===== src/rtl/mc6809_cpu.sv =====
// Reduced MC6809-compatible core: two-clock strobe bus (address phase, strobe phase), directed opcode subset.
// Define CPU_INDEXED_EN to add LDA/STA indexed on X (,X  ,X+  ,X++  ,-X  ,--X); otherwise A6/A7 are NOPs.
module mc6809_cpu #(
    parameter logic [15:0] RESET_VECTOR = 16'hFFFE
) (
    input  logic        cpu_clk,
    input  logic        cpu_reset,
    output logic        cpu_we_o,
    output logic        cpu_oe_o,
    output logic [15:0] cpu_addr_o,
    input  logic [7:0]  cpu_data_i,
    output logic [7:0]  cpu_data_o
);
    typedef enum logic [3:0] {RESET_HI, RESET_LO, FETCH, OPERAND_HI, OPERAND_LO,
                              EA_READ, RMW_WRITE, STORE_HI, STORE_LO, EXEC} state_t;
    localparam int CC_C = 0, CC_V = 1, CC_Z = 2, CC_N = 3;

    state_t      state, state_n;
    logic        ph, ph_n, second, second_n, adv, oe_n, we_n;
    logic [7:0]  op, op_n, a, a_n, b, b_n, tmp, tmp_n, cc, cc_n, dout_n;
    logic [15:0] pc, pc_n, x, x_n, ea, ea_n, addr_n, br;
`ifdef CPU_INDEXED_EN
    logic [1:0]  cnt, cnt_n;

    function automatic logic [1:0] idx_steps(input logic [7:0] pb);
        case (pb)
            8'h80, 8'h82: idx_steps = 2'd1;
            8'h81, 8'h83: idx_steps = 2'd2;
            default:      idx_steps = 2'd0;
        endcase
    endfunction

    function automatic state_t idx_access(input logic [7:0] o);
        idx_access = (o == 8'hA6) ? EA_READ : STORE_HI;
    endfunction
`endif

    function automatic logic [7:0] nz8(input logic [7:0] c, input logic [7:0] v);
        nz8 = c;
        nz8[CC_N] = v[7];
        nz8[CC_Z] = (v == 8'h00);
        nz8[CC_V] = 1'b0;
    endfunction

    function automatic logic [7:0] nz16(input logic [7:0] c, input logic [15:0] v);
        nz16 = c;
        nz16[CC_N] = v[15];
        nz16[CC_Z] = (v == 16'h0000);
        nz16[CC_V] = 1'b0;
    endfunction

    function automatic logic [7:0] inc_cc(input logic [7:0] c, input logic [7:0] v);
        inc_cc = nz8(c, v + 8'd1);
        inc_cc[CC_V] = (v == 8'h7F);
    endfunction

    function automatic logic [7:0] dec_cc(input logic [7:0] c, input logic [7:0] v);
        dec_cc = nz8(c, v - 8'd1);
        dec_cc[CC_V] = (v == 8'h80);
    endfunction

    always_comb begin
        state_n = state; ph_n = ph; second_n = second; op_n = op;
        a_n = a; b_n = b; x_n = x; pc_n = pc; ea_n = ea; tmp_n = tmp; cc_n = cc;
        addr_n = cpu_addr_o; dout_n = cpu_data_o; oe_n = 1'b0; we_n = 1'b0; adv = 1'b0;
`ifdef CPU_INDEXED_EN
        cnt_n = cnt;
`endif
        br = pc + 16'd1 + {{8{cpu_data_i[7]}}, cpu_data_i};
        if (state == EXEC || ph) begin
            adv = 1'b1;
        end else begin
            ph_n = 1'b1;
            oe_n = !(state inside {RMW_WRITE, STORE_HI, STORE_LO});
            we_n = !oe_n;
        end
        if (adv) begin
            ph_n = 1'b0;
            case (state)
                RESET_HI: begin tmp_n = cpu_data_i; state_n = RESET_LO; end
                RESET_LO: begin pc_n = {tmp, cpu_data_i}; state_n = FETCH; end
                FETCH: begin
                    op_n = cpu_data_i; pc_n = pc + 16'd1; second_n = 1'b0; state_n = FETCH;
                    case (cpu_data_i)
                        8'h86, 8'hC6, 8'h20, 8'h26, 8'h9E, 8'h97, 8'hD7, 8'h0F, 8'h0C, 8'h0A:
                            state_n = OPERAND_LO;
                        8'h8E, 8'hB6, 8'hF7, 8'hBF, 8'h7F, 8'h7C, 8'h7A:
                            state_n = OPERAND_HI;
                        8'h4C: begin a_n = a + 8'd1; cc_n = inc_cc(cc, a); end
                        8'h5C: begin b_n = b + 8'd1; cc_n = inc_cc(cc, b); end
`ifdef CPU_INDEXED_EN
                        8'hA6, 8'hA7: state_n = OPERAND_LO;
`endif
                        default: ;
                    endcase
                end
                OPERAND_HI: begin tmp_n = cpu_data_i; pc_n = pc + 16'd1; state_n = OPERAND_LO; end
                OPERAND_LO: begin
                    pc_n = pc + 16'd1; state_n = FETCH;
                    // direct page register is fixed at zero
                    ea_n = (op[7:4] inside {4'h0, 4'h9, 4'hD}) ? {8'h00, cpu_data_i} : {tmp, cpu_data_i};
                    case (op)
                        8'h86: begin a_n = cpu_data_i; cc_n = nz8(cc, cpu_data_i); end
                        8'hC6: begin b_n = cpu_data_i; cc_n = nz8(cc, cpu_data_i); end
                        8'h8E: begin x_n = {tmp, cpu_data_i}; cc_n = nz16(cc, {tmp, cpu_data_i}); end
                        8'h20: pc_n = br;
                        8'h26: if (!cc[CC_Z]) pc_n = br;
                        8'h9E, 8'hB6, 8'h0F, 8'h7F, 8'h0C, 8'h7C, 8'h0A, 8'h7A: state_n = EA_READ;
                        8'h97, 8'hD7, 8'hF7, 8'hBF: state_n = STORE_HI;
`ifdef CPU_INDEXED_EN
                        8'hA6, 8'hA7: begin
                            tmp_n = cpu_data_i; cnt_n = idx_steps(cpu_data_i); ea_n = x;
                            state_n = (cpu_data_i[1] && idx_steps(cpu_data_i) != 2'd0) ? EXEC : idx_access(op);
                        end
`endif
                        default: ;
                    endcase
                end
                EA_READ: begin
                    state_n = RMW_WRITE;
                    case (op)
                        8'hB6: begin a_n = cpu_data_i; cc_n = nz8(cc, cpu_data_i); state_n = FETCH; end
                        8'h9E: begin
                            if (!second) begin
                                tmp_n = cpu_data_i; ea_n = ea + 16'd1; second_n = 1'b1; state_n = EA_READ;
                            end else begin
                                x_n = {tmp, cpu_data_i}; cc_n = nz16(cc, {tmp, cpu_data_i}); state_n = FETCH;
                            end
                        end
                        8'h0F, 8'h7F: begin tmp_n = 8'h00; cc_n = (cc & 8'hF0) | 8'h04; end
                        8'h0C, 8'h7C: begin tmp_n = cpu_data_i + 8'd1; cc_n = inc_cc(cc, cpu_data_i); end
                        8'h0A, 8'h7A: begin tmp_n = cpu_data_i - 8'd1; cc_n = dec_cc(cc, cpu_data_i); end
`ifdef CPU_INDEXED_EN
                        8'hA6: begin
                            a_n = cpu_data_i; cc_n = nz8(cc, cpu_data_i);
                            state_n = (!tmp[1] && cnt != 2'd0) ? EXEC : FETCH;
                        end
`endif
                        default: state_n = FETCH;
                    endcase
                end
                RMW_WRITE: state_n = FETCH;
                STORE_HI: begin
                    if (op == 8'hBF) begin
                        ea_n = ea + 16'd1; cc_n = nz16(cc, x); state_n = STORE_LO;
                    end else begin
                        cc_n = nz8(cc, cpu_data_o); state_n = FETCH;
`ifdef CPU_INDEXED_EN
                        if (op == 8'hA7 && !tmp[1] && cnt != 2'd0) state_n = EXEC;
`endif
                    end
                end
                STORE_LO: state_n = FETCH;
                EXEC: begin
`ifdef CPU_INDEXED_EN
                    // one X adjust per clock; pre-decrement steps lead into the access
                    x_n = tmp[1] ? x - 16'd1 : x + 16'd1;
                    cnt_n = cnt - 2'd1; ea_n = x_n;
                    state_n = (cnt != 2'd1) ? EXEC : (tmp[1] ? idx_access(op) : FETCH);
`else
                    state_n = FETCH;
`endif
                end
                default: state_n = FETCH;
            endcase
            if (state_n != EXEC) begin
                case (state_n)
                    RESET_HI:                      addr_n = RESET_VECTOR;
                    RESET_LO:                      addr_n = RESET_VECTOR + 16'd1;
                    FETCH, OPERAND_HI, OPERAND_LO: addr_n = pc_n;
                    default:                       addr_n = ea_n;
                endcase
                case (state_n)
                    STORE_HI:  dout_n = (op_n == 8'hBF) ? x_n[15:8] : ((op_n == 8'hD7 || op_n == 8'hF7) ? b_n : a_n);
                    STORE_LO:  dout_n = x_n[7:0];
                    RMW_WRITE: dout_n = tmp_n;
                    default: ;
                endcase
            end
        end
    end

    always_ff @(posedge cpu_clk or posedge cpu_reset) begin
        if (cpu_reset) begin
            state <= RESET_HI; ph <= 1'b0; second <= 1'b0; op <= 8'h00;
            a <= 8'h00; b <= 8'h00; x <= 16'h0000; pc <= 16'h0000; ea <= 16'h0000;
            tmp <= 8'h00; cc <= 8'h50;
            cpu_oe_o <= 1'b0; cpu_we_o <= 1'b0; cpu_addr_o <= RESET_VECTOR; cpu_data_o <= 8'h00;
`ifdef CPU_INDEXED_EN
            cnt <= 2'd0;
`endif
        end else begin
            state <= state_n; ph <= ph_n; second <= second_n; op <= op_n;
            a <= a_n; b <= b_n; x <= x_n; pc <= pc_n; ea <= ea_n;
            tmp <= tmp_n; cc <= cc_n;
            cpu_oe_o <= oe_n; cpu_we_o <= we_n; cpu_addr_o <= addr_n; cpu_data_o <= dout_n;
`ifdef CPU_INDEXED_EN
            cnt <= cnt_n;
`endif
        end
    end
endmodule


===== config.mk =====
export PLATFORM = sky130hd
export DESIGN_NAME = mc6809_cpu
export DESIGN_NICKNAME = d
export VERILOG_FILES = /design/src/rtl/mc6809_cpu.sv
export SDC_FILE = /design/constraint.sdc
export NUM_CORES = 1
export LEC_CHECK = 0
export CORE_AREA = 2 2 203 105
export DETAILED_ROUTE_END_ITERATION = 7
export DIE_AREA = 0 0 205 107
export DONT_BUFFER_PORTS = 1
export GPL_TIMING_DRIVEN = 0
export PLACE_DENSITY = 0.67
export REMOVE_ABC_BUFFERS = 1
export SLEW_MARGIN = 10
export SYNTH_ARGS = -nofsm -noshare
export SYNTH_HDL_FRONTEND = slang
export SYNTH_SLANG_ARGS = --single-unit

===== constraint.sdc =====
create_clock -name cpu_clk -period 5.59 [get_ports cpu_clk]
set_clock_uncertainty 0.1 [all_clocks]
set_input_delay 1.3975 -clock cpu_clk [delete_from_list [all_inputs] [get_ports cpu_clk]]
set_output_delay 1.3975 -clock cpu_clk [all_outputs]
set_load 0.05 [all_outputs]

==> results of run 1 <==
stage by stage:
stage / utilization (%) / area [sq um]
2_1_floorplan: - / 8688
3_3_place_gp: 44.74 / 9030
3_5_place_dp: 45.47 / 9179
4_1_cts: 48.58 / 9806
5_1_grt: 48.58 / 9806
6_report: 48.58 / 9806
registers in the layout, indices dropped and copies added, names as in the netlist:
name        cells
a               8
op              8
x              16
cpu_oe_o        1
pc             16
second          1
b               8
cpu_we_o        1
cpu_addr_o     16
cpu_data_o      8
ph              1
state           4
cc              1
tmp             8
ea             16
cell type report:
type,count,area share (%)
sequential,113,29.03
inverter,16,0.6635
clock buffer,19,4.517
timing repair buffer,7,1.187
clock inverter,13,1.876
multi-input combinational,905,59.24
tap,273,3.483
synthesized netlist by cell type (all sizes together) (6+ instances only):
master  number  share of area (%)
a211oi       9               0.75
a21o        12                1.0
a21oi       87                4.8
a221o       13                1.4
a221oi      15                1.6
a22oi        6               0.50
a31oi       16                1.1
and3        20                1.4
and4         6               0.58
buf         18                1.1
clkbuf      54                2.3
dfrtp       98                 27
dfstp       15                4.4
ha          26                3.6
inv         16               0.67
mux2        28                3.5
mux2i       14                1.6
nand2      111                4.6
nand2b      15                1.0
nand3       34                1.9
nand4       18                1.3
nor2       145                6.1
nor2b       13               0.90
nor3        24                1.5
nor4        21                1.8
o211ai       8               0.67
o21a        13                1.1
o21ai       65                3.7
o221ai      10                1.0
o22ai       20                1.4
or3         11               0.77
xnor2       28                2.7
xor2         8               0.78
metal layers:
layer	wire length, um	global-route usage [%]
met4	354	5.344
met3	5427	14.86
met2	11510	35.16
met1	15550	48.59
met5	80	2.857
tightest hold or removal path: stages (launching register included):
cell,delay (ns)
dfrtp_1,0.35
nand2_1,0.05
o21ai_0,0.07
worst max path at each step:
stage                     slack, ns                         end  cells past startpoint
after floorplan                1.13            a[0]$_DFFE_PP0N_                      1
after global placement        -1.25   cpu_addr_o[2]$_DFFE_PP1P_                      5
after detailed placement       1.03   cpu_data_o[7]$_DFFE_PP0P_                     10
after CTS                      1.48          pc[15]$_DFFE_PP0N_                     12
final                          1.30  cpu_addr_o[13]$_DFFE_PP1P_                     13
after global routing           1.19          pc[15]$_DFFE_PP0N_                     12
report_power, final:
part	total, uW	switching (uW)	internal (uW)
registers	1960	792	1160
logic	2450	1490	968
clock network	1180	423	756
cells by family (layout without fill, tap and decap cells):
logic type | after synthesis | count (layout) | synth area share (%)
flops | 113 | 113 | 31.67
fa+ha+maj | 27 | 27 | 3.842
simple gates | 459 | 459 | 25.79
xor+xnor | 36 | 36 | 3.508
compound gates | 341 | 341 | 26.11
mux | 42 | 42 | 5.067
buf+inv | 88 | 55 | 4.009
==> results.rst, run 1 <==
.. list-table::
   :header-rows: 1

   * - Metric
     - Value
   * - Total CTS buffers
     - 17
   * - Worst EP required
     - 5.87 ns
   * - Ratio of cells with drive above 1 in the final layout
     - 11.00%
   * - Hold slack
     - 0.4118 ns
   * - Crit path cell chain
     - ha_1 -> and3_1 -> nand2_1 -> xnor2_1 -> ha_1 -> a21oi_1 -> o21ai_0 -> or3b_2 -> o21ai_0 -> mux2i_1 -> o31ai_1 -> a21oi_1 -> nor2_1
   * - ANT cells
     - 0
   * - Startpoint of the tightest hold check path
     - x[2]$_DFFE_PP0N_
   * - Number of H-tree branching levels
     - 4
   * - Overall power after layout
     - 5590 uW
   * - Outcome
     - completed
   * - Number of nets in the final layout
     - 1097
   * - Total vias in the final route
     - 9108
   * - 1st-iter DRT viols
     - 1455
   * - Die area
     - 21940 sq um
   * - Placer Congestion
     - 0.9806
   * - Post-Layout Cell Count
     - 1346
   * - Clock insertion delay at the later pin of the skew report
     - 0.45 ns
   * - Iteration count of the initial detailed-routing pass
     - 8
   * - Pin slew with the least headroom to its limit
     - 1.247 ns
   * - Start point of the critical path
     - pc[1]$_DFFE_PP0N_
   * - Max-slew headroom at the worst pin
     - 16.58%
   * - Portion of the post-synthesis area used by sequential elements
     - 31.67%
   * - Count of cells resized by post-cts repair
     - 0
   * - Power density normalized to cell area
     - 570.1 nW/um^2
   * - I/O pin count
     - 36
   * - Top fanout value on the critical path
     - 8
   * - Mapped Cells
     - 1106
   * - Commonest cells after routing, fill and taps aside
     - 144 x nor2_1, 111 x nand2_1, 98 x dfrtp_1
   * - Max-cap violation count
     - 0
   * - Area of combinational cells with multiple inputs
     - 5809 sq um
   * - Starting density of the core
     - 44.53%
   * - Final worst slack
     - 1.302 ns
   * - Destination of the worst register-to-register timing path
     - cpu_addr_o[13]$_DFFE_PP1P_
   * - Unrepaired setup endpoints after global routing
     - false
   * - Number of antenna violations at the first check in global routing
     - 0
   * - Mapped Area
     - 8989 sq um
   * - Arrival time reported for the critical path endpoint
     - 4.57 ns
   * - Die Width
     - 205 um
   * - Worst reg2reg path startpoint
     - pc[1]$_DFFE_PP0N_
   * - Worst-case register-to-register setup slack
     - 1.30 ns
   * - Fin crit period
     - 4.288 ns
   * - Worst voltage drop across the vdd grid
     - 0.2881 mV
   * - Most common library cell in the layout ignoring fill and taps
     - nor2_1
   * - Number of fillers in the final layout
     - 1971
   * - Total Routed Length
     - 32930 um
   * - Post-CTS Setup Inserts
     - 0
   * - Area Growth Syn to Fin
     - 9.090%
   * - Avg Inst Size Synth
     - 8.127 sq um
   * - Die extent in y
     - 107 um
   * - Final count of pins violating max slew
     - 0
   * - Final total negative setup slack
     - 0 ns
   * - Slowest CP cell
     - or3b_2
   * - Placed instance count
     - 1314
   * - All-Layer GR Usage
     - 30.64%
   * - Global-route wire length before repair
     - 50030 um
   * - Setup CP Type
     - reg -> reg
   * - Final clock period utilization by the worst path
     - 76.71%
   * - Register bit count reported by yosys
     - 113
   * - Most instantiated flip-flop cell in the synthesis netlist
     - dfrtp_1
   * - Maximum number of pins on one net before global-route repair
     - 76
   * - Vias/cell
     - 6.767
   * - Avg WL per Cell
     - 24.46 um
   * - Total number of yosys warnings
     - 0
   * - Number of distinct library cells after synthesis
     - 89
   * - Number of cell instances on the worst register-to-register path
     - 13
   * - Clock edge transition at the registers on the reported setup and hold paths
     - 0.06 ns
   * - Gate family responsible for the most delay along the worst path
     - compound AO/OA/AOI/OAI gates
   * - Worst Hold Path EP
     - x[2]$_DFFE_PP0N_
   * - Leakage power figure
     - 0.004059 uW
   * - Buffers and inverters on the worst path
     - 0
   * - Buffers from clock root to sink, at most
     - 2
   * - Remaining design rule violation count
     - 0
   * - Number of nets still failing antenna checks after routing
     - 0
   * - Path category of the worst min-delay check
     - reg -> reg
   * - CTS Root Cell
     - clkbuf_16
   * - Number of global-route vias before repair
     - 7862
   * - Type of element capturing the critical path
     - flip-flop
   * - Worst Hold Path Cells
     - 2
   * - Sequential cell area in the final layout
     - 2846 sq um
   * - Row Count
     - 37
   * - Maximum cell stage delay along the critical path
     - 0.53 ns
   * - Core ar.
     - 20180 sq um
   * - Total half-perimeter wirelength after legalization and detailed placement
     - 24050 um
   * - Port bufs
     - 0
   * - Number of failing hold endpoints at the final stage
     - 0
   * - Startpoint class of the critical path
     - flip-flop
   * - Async set-reset flop share out of synthesis
     - 100.0%
   * - Hold buffers post-CTS
     - 0
   * - Max Clk Rate
     - 233.2 MHz
   * - Setup-failing EPs final
     - 0
   * - Total overflow reported by the global router
     - 0
   * - Setup slack at placement
     - 1.025 ns
   * - Number of flops mapped to enable cells by yosys
     - 0
   * - TritonCTS clock tree
     - built
   * - CTS sink count
     - 113
(Power assumes the default switching activity.)
==> inputs of run 2 (changes only) <==
PLACE_DENSITY = 0.7   (was 0.67)
clock period = 3.75 ns   (was 5.59 ns; I/O delays follow)
==> run 2 against run 1 <==
  * First-iteration DRC count increased by 19%
  * Register-to-register slack got worse by 1.3 ns
  * Cell area increased by 2.0%
  * Critical path depth unchanged
  * Core utilization increased by 0.95 points
  * Clock power increased by 50%
  * Largest cell class unchanged
  * Largest power group unchanged
==> results.rst, run 2 (synthesis gave the netlist of run 1 again) <==
.. list-table::
   :header-rows: 1

   * - Metric
     - Value
   * - Top fanout value on the critical path
     - 5
   * - Power density normalized to cell area
     - 856.4 nW/um^2
   * - Placed instance count
     - 1313
   * - Hold buffers post-CTS
     - 0
   * - All-Layer GR Usage
     - 30.31%
   * - Total Routed Length
     - 33220 um
   * - Max-cap violation count
     - 0
   * - Starting density of the core
     - 44.53%
   * - Max-slew headroom at the worst pin
     - 24.67%
   * - Path category of the worst min-delay check
     - in -> async
   * - Number of nets in the final layout
     - 1107
   * - 1st-iter DRT viols
     - 1733
   * - ANT cells
     - 0
   * - Leakage power figure
     - 0.004121 uW
   * - Number of failing hold endpoints at the final stage
     - 0
   * - CTS Root Cell
     - clkbuf_16
   * - Total half-perimeter wirelength after legalization and detailed placement
     - 23710 um
   * - Type of element capturing the critical path
     - flip-flop
   * - Number of antenna violations at the first check in global routing
     - 0
   * - Post-Layout Cell Count
     - 1356
   * - Total vias in the final route
     - 9327
   * - Core ar.
     - 20180 sq um
   * - Max Clk Rate
     - 269.0 MHz
   * - Number of nets still failing antenna checks after routing
     - 0
   * - Final count of pins violating max slew
     - 0
   * - Vias/cell
     - 6.878
   * - Pin slew with the least headroom to its limit
     - 1.101 ns
   * - Remaining design rule violation count
     - 0
   * - Die Width
     - 205 um
   * - Sequential cell area in the final layout
     - 2853 sq um
   * - Destination of the worst register-to-register timing path
     - pc[15]$_DFFE_PP0N_
   * - Worst voltage drop across the vdd grid
     - 0.6489 mV
   * - Maximum number of pins on one net before global-route repair
     - 71
   * - Final clock period utilization by the worst path
     - 99.13%
   * - Row Count
     - 37
   * - Number of cell instances on the worst register-to-register path
     - 13
   * - Fin crit period
     - 3.717 ns
   * - Overall power after layout
     - 8561 uW
   * - Ratio of cells with drive above 1 in the final layout
     - 14.13%
   * - Clock insertion delay at the later pin of the skew report
     - 0.44 ns
   * - Worst EP required
     - 3.95 ns
   * - Arrival time reported for the critical path endpoint
     - 3.92 ns
   * - Total CTS buffers
     - 17
   * - Most common library cell in the layout ignoring fill and taps
     - nor2_1
   * - Number of global-route vias before repair
     - 8013
   * - Port bufs
     - 0
   * - Placement Cell Area
     - 9159 sq um
   * - Startpoint class of the critical path
     - flip-flop
   * - Iteration count of the initial detailed-routing pass
     - 6
   * - Avg WL per Cell
     - 24.50 um
   * - Worst reg2reg path startpoint
     - pc[4]$_DFFE_PP0N_
   * - Final total negative setup slack
     - 0 ns
   * - Clock edge transition at the registers on the reported setup and hold paths
     - 0.06 ns
   * - Setup-failing EPs final
     - 0
   * - Total overflow reported by the global router
     - 0
   * - Post-route core utilization
     - 49.53%
   * - Final design instance area without fill
     - 9997 sq um
   * - Die extent in y
     - 107 um
   * - Number of H-tree branching levels
     - 4
   * - Commonest cells after routing, fill and taps aside
     - 142 x nor2_1, 111 x nand2_1, 93 x dfrtp_1
   * - Placer Congestion
     - 0.9742
   * - Outcome
     - completed
   * - I/O pin count
     - 36
   * - Die area
     - 21940 sq um
   * - CTS sink count
     - 113
   * - Global-route wire length before repair
     - 49640 um
   * - Number of fillers in the final layout
     - 1917
   * - Setup CP Type
     - reg -> reg
   * - Worst-case register-to-register setup slack
     - 0.03 ns
   * - TritonCTS clock tree
     - built
   * - Area Growth Syn to Fin
     - 11.22%
   * - Buffers from clock root to sink, at most
     - 2
   * - Area of combinational cells with multiple inputs
     - 5931 sq um
==> run 2: final cells by class <==
class | count | area share, %
inverters | 16 | 0.6508
well taps | 273 | 3.417
clock inverters | 12 | 1.815
repair buffers | 17 | 1.790
clock buffers | 20 | 4.468
multi-input cells | 905 | 59.32
flip-flops and latches | 113 | 28.54
==> run 2: timing repair <==
action / 4_1_cts / 5_1_grt
pin swaps: 0 / 8
endpoints found under the setup margin: 16 / 23
endpoints found under the hold margin: 0 / 0
buffers inserted: 0 / 11
resized for setup: 13 / 21
==> run 2: where the power goes <==
part,internal [uW],switching [uW],total (uW),leakage [uW]
clock network,1130,639,1770,0.000293
registers,1740,1170,2910,0.00137
logic,1540,2330,3880,0.00246
==> run 2: per-layer routing <==
layer	global-route usage, %	part of all wire, %
met1	47.14	45
met2	35.45	36
met3	15.26	18
met4	5.704	1.3
met5	1.905	0
==> run 2: worst max path at each step <==
stage | end | cells past startpoint | start
2_1_floorplan | cpu_addr_o[11]$_DFFE_PP1P_ | 8 | state[3]$_DFFE_PP0N_
3_3_place_gp | cpu_addr_o[9]$_DFFE_PP1P_ | 6 | state[3]$_DFFE_PP0N_
3_5_place_dp | cpu_addr_o[13]$_DFFE_PP1P_ | 12 | pc[1]$_DFFE_PP0N_
4_1_cts | pc[15]$_DFFE_PP0N_ | 13 | pc[3]$_DFFE_PP0N_
5_1_grt | pc[15]$_DFFE_PP0N_ | 13 | pc[4]$_DFFE_PP0N_
6_report | pc[15]$_DFFE_PP0N_ | 13 | pc[4]$_DFFE_PP0N_
==> run 2: metrics by stage <==
stage	hold WS (ns)	setup slack, ns
floorplan	0.3715	-0.6520
global placement	0.3980	-2.857
finish	0.2932	0.03258
CTS	0.3024	0.003205
detailed placement	0.4076	-0.3815
global route	0.3217	-0.02437
==> run 2: worst max-delay path, stage by stage (launching register included) <==
cell,delay [ns]
dfrtp_2,0.41
and4_4,0.26
and3_4,0.25
nand2_1,0.10
xnor2_2,0.21
ha_2,0.35
and4_1,0.23
o2bb2a_1,0.24
nand2_1,0.16
or3_1,0.43
a221oi_2,0.32
xnor2_1,0.13
a21oi_2,0.27
a21oi_1,0.11
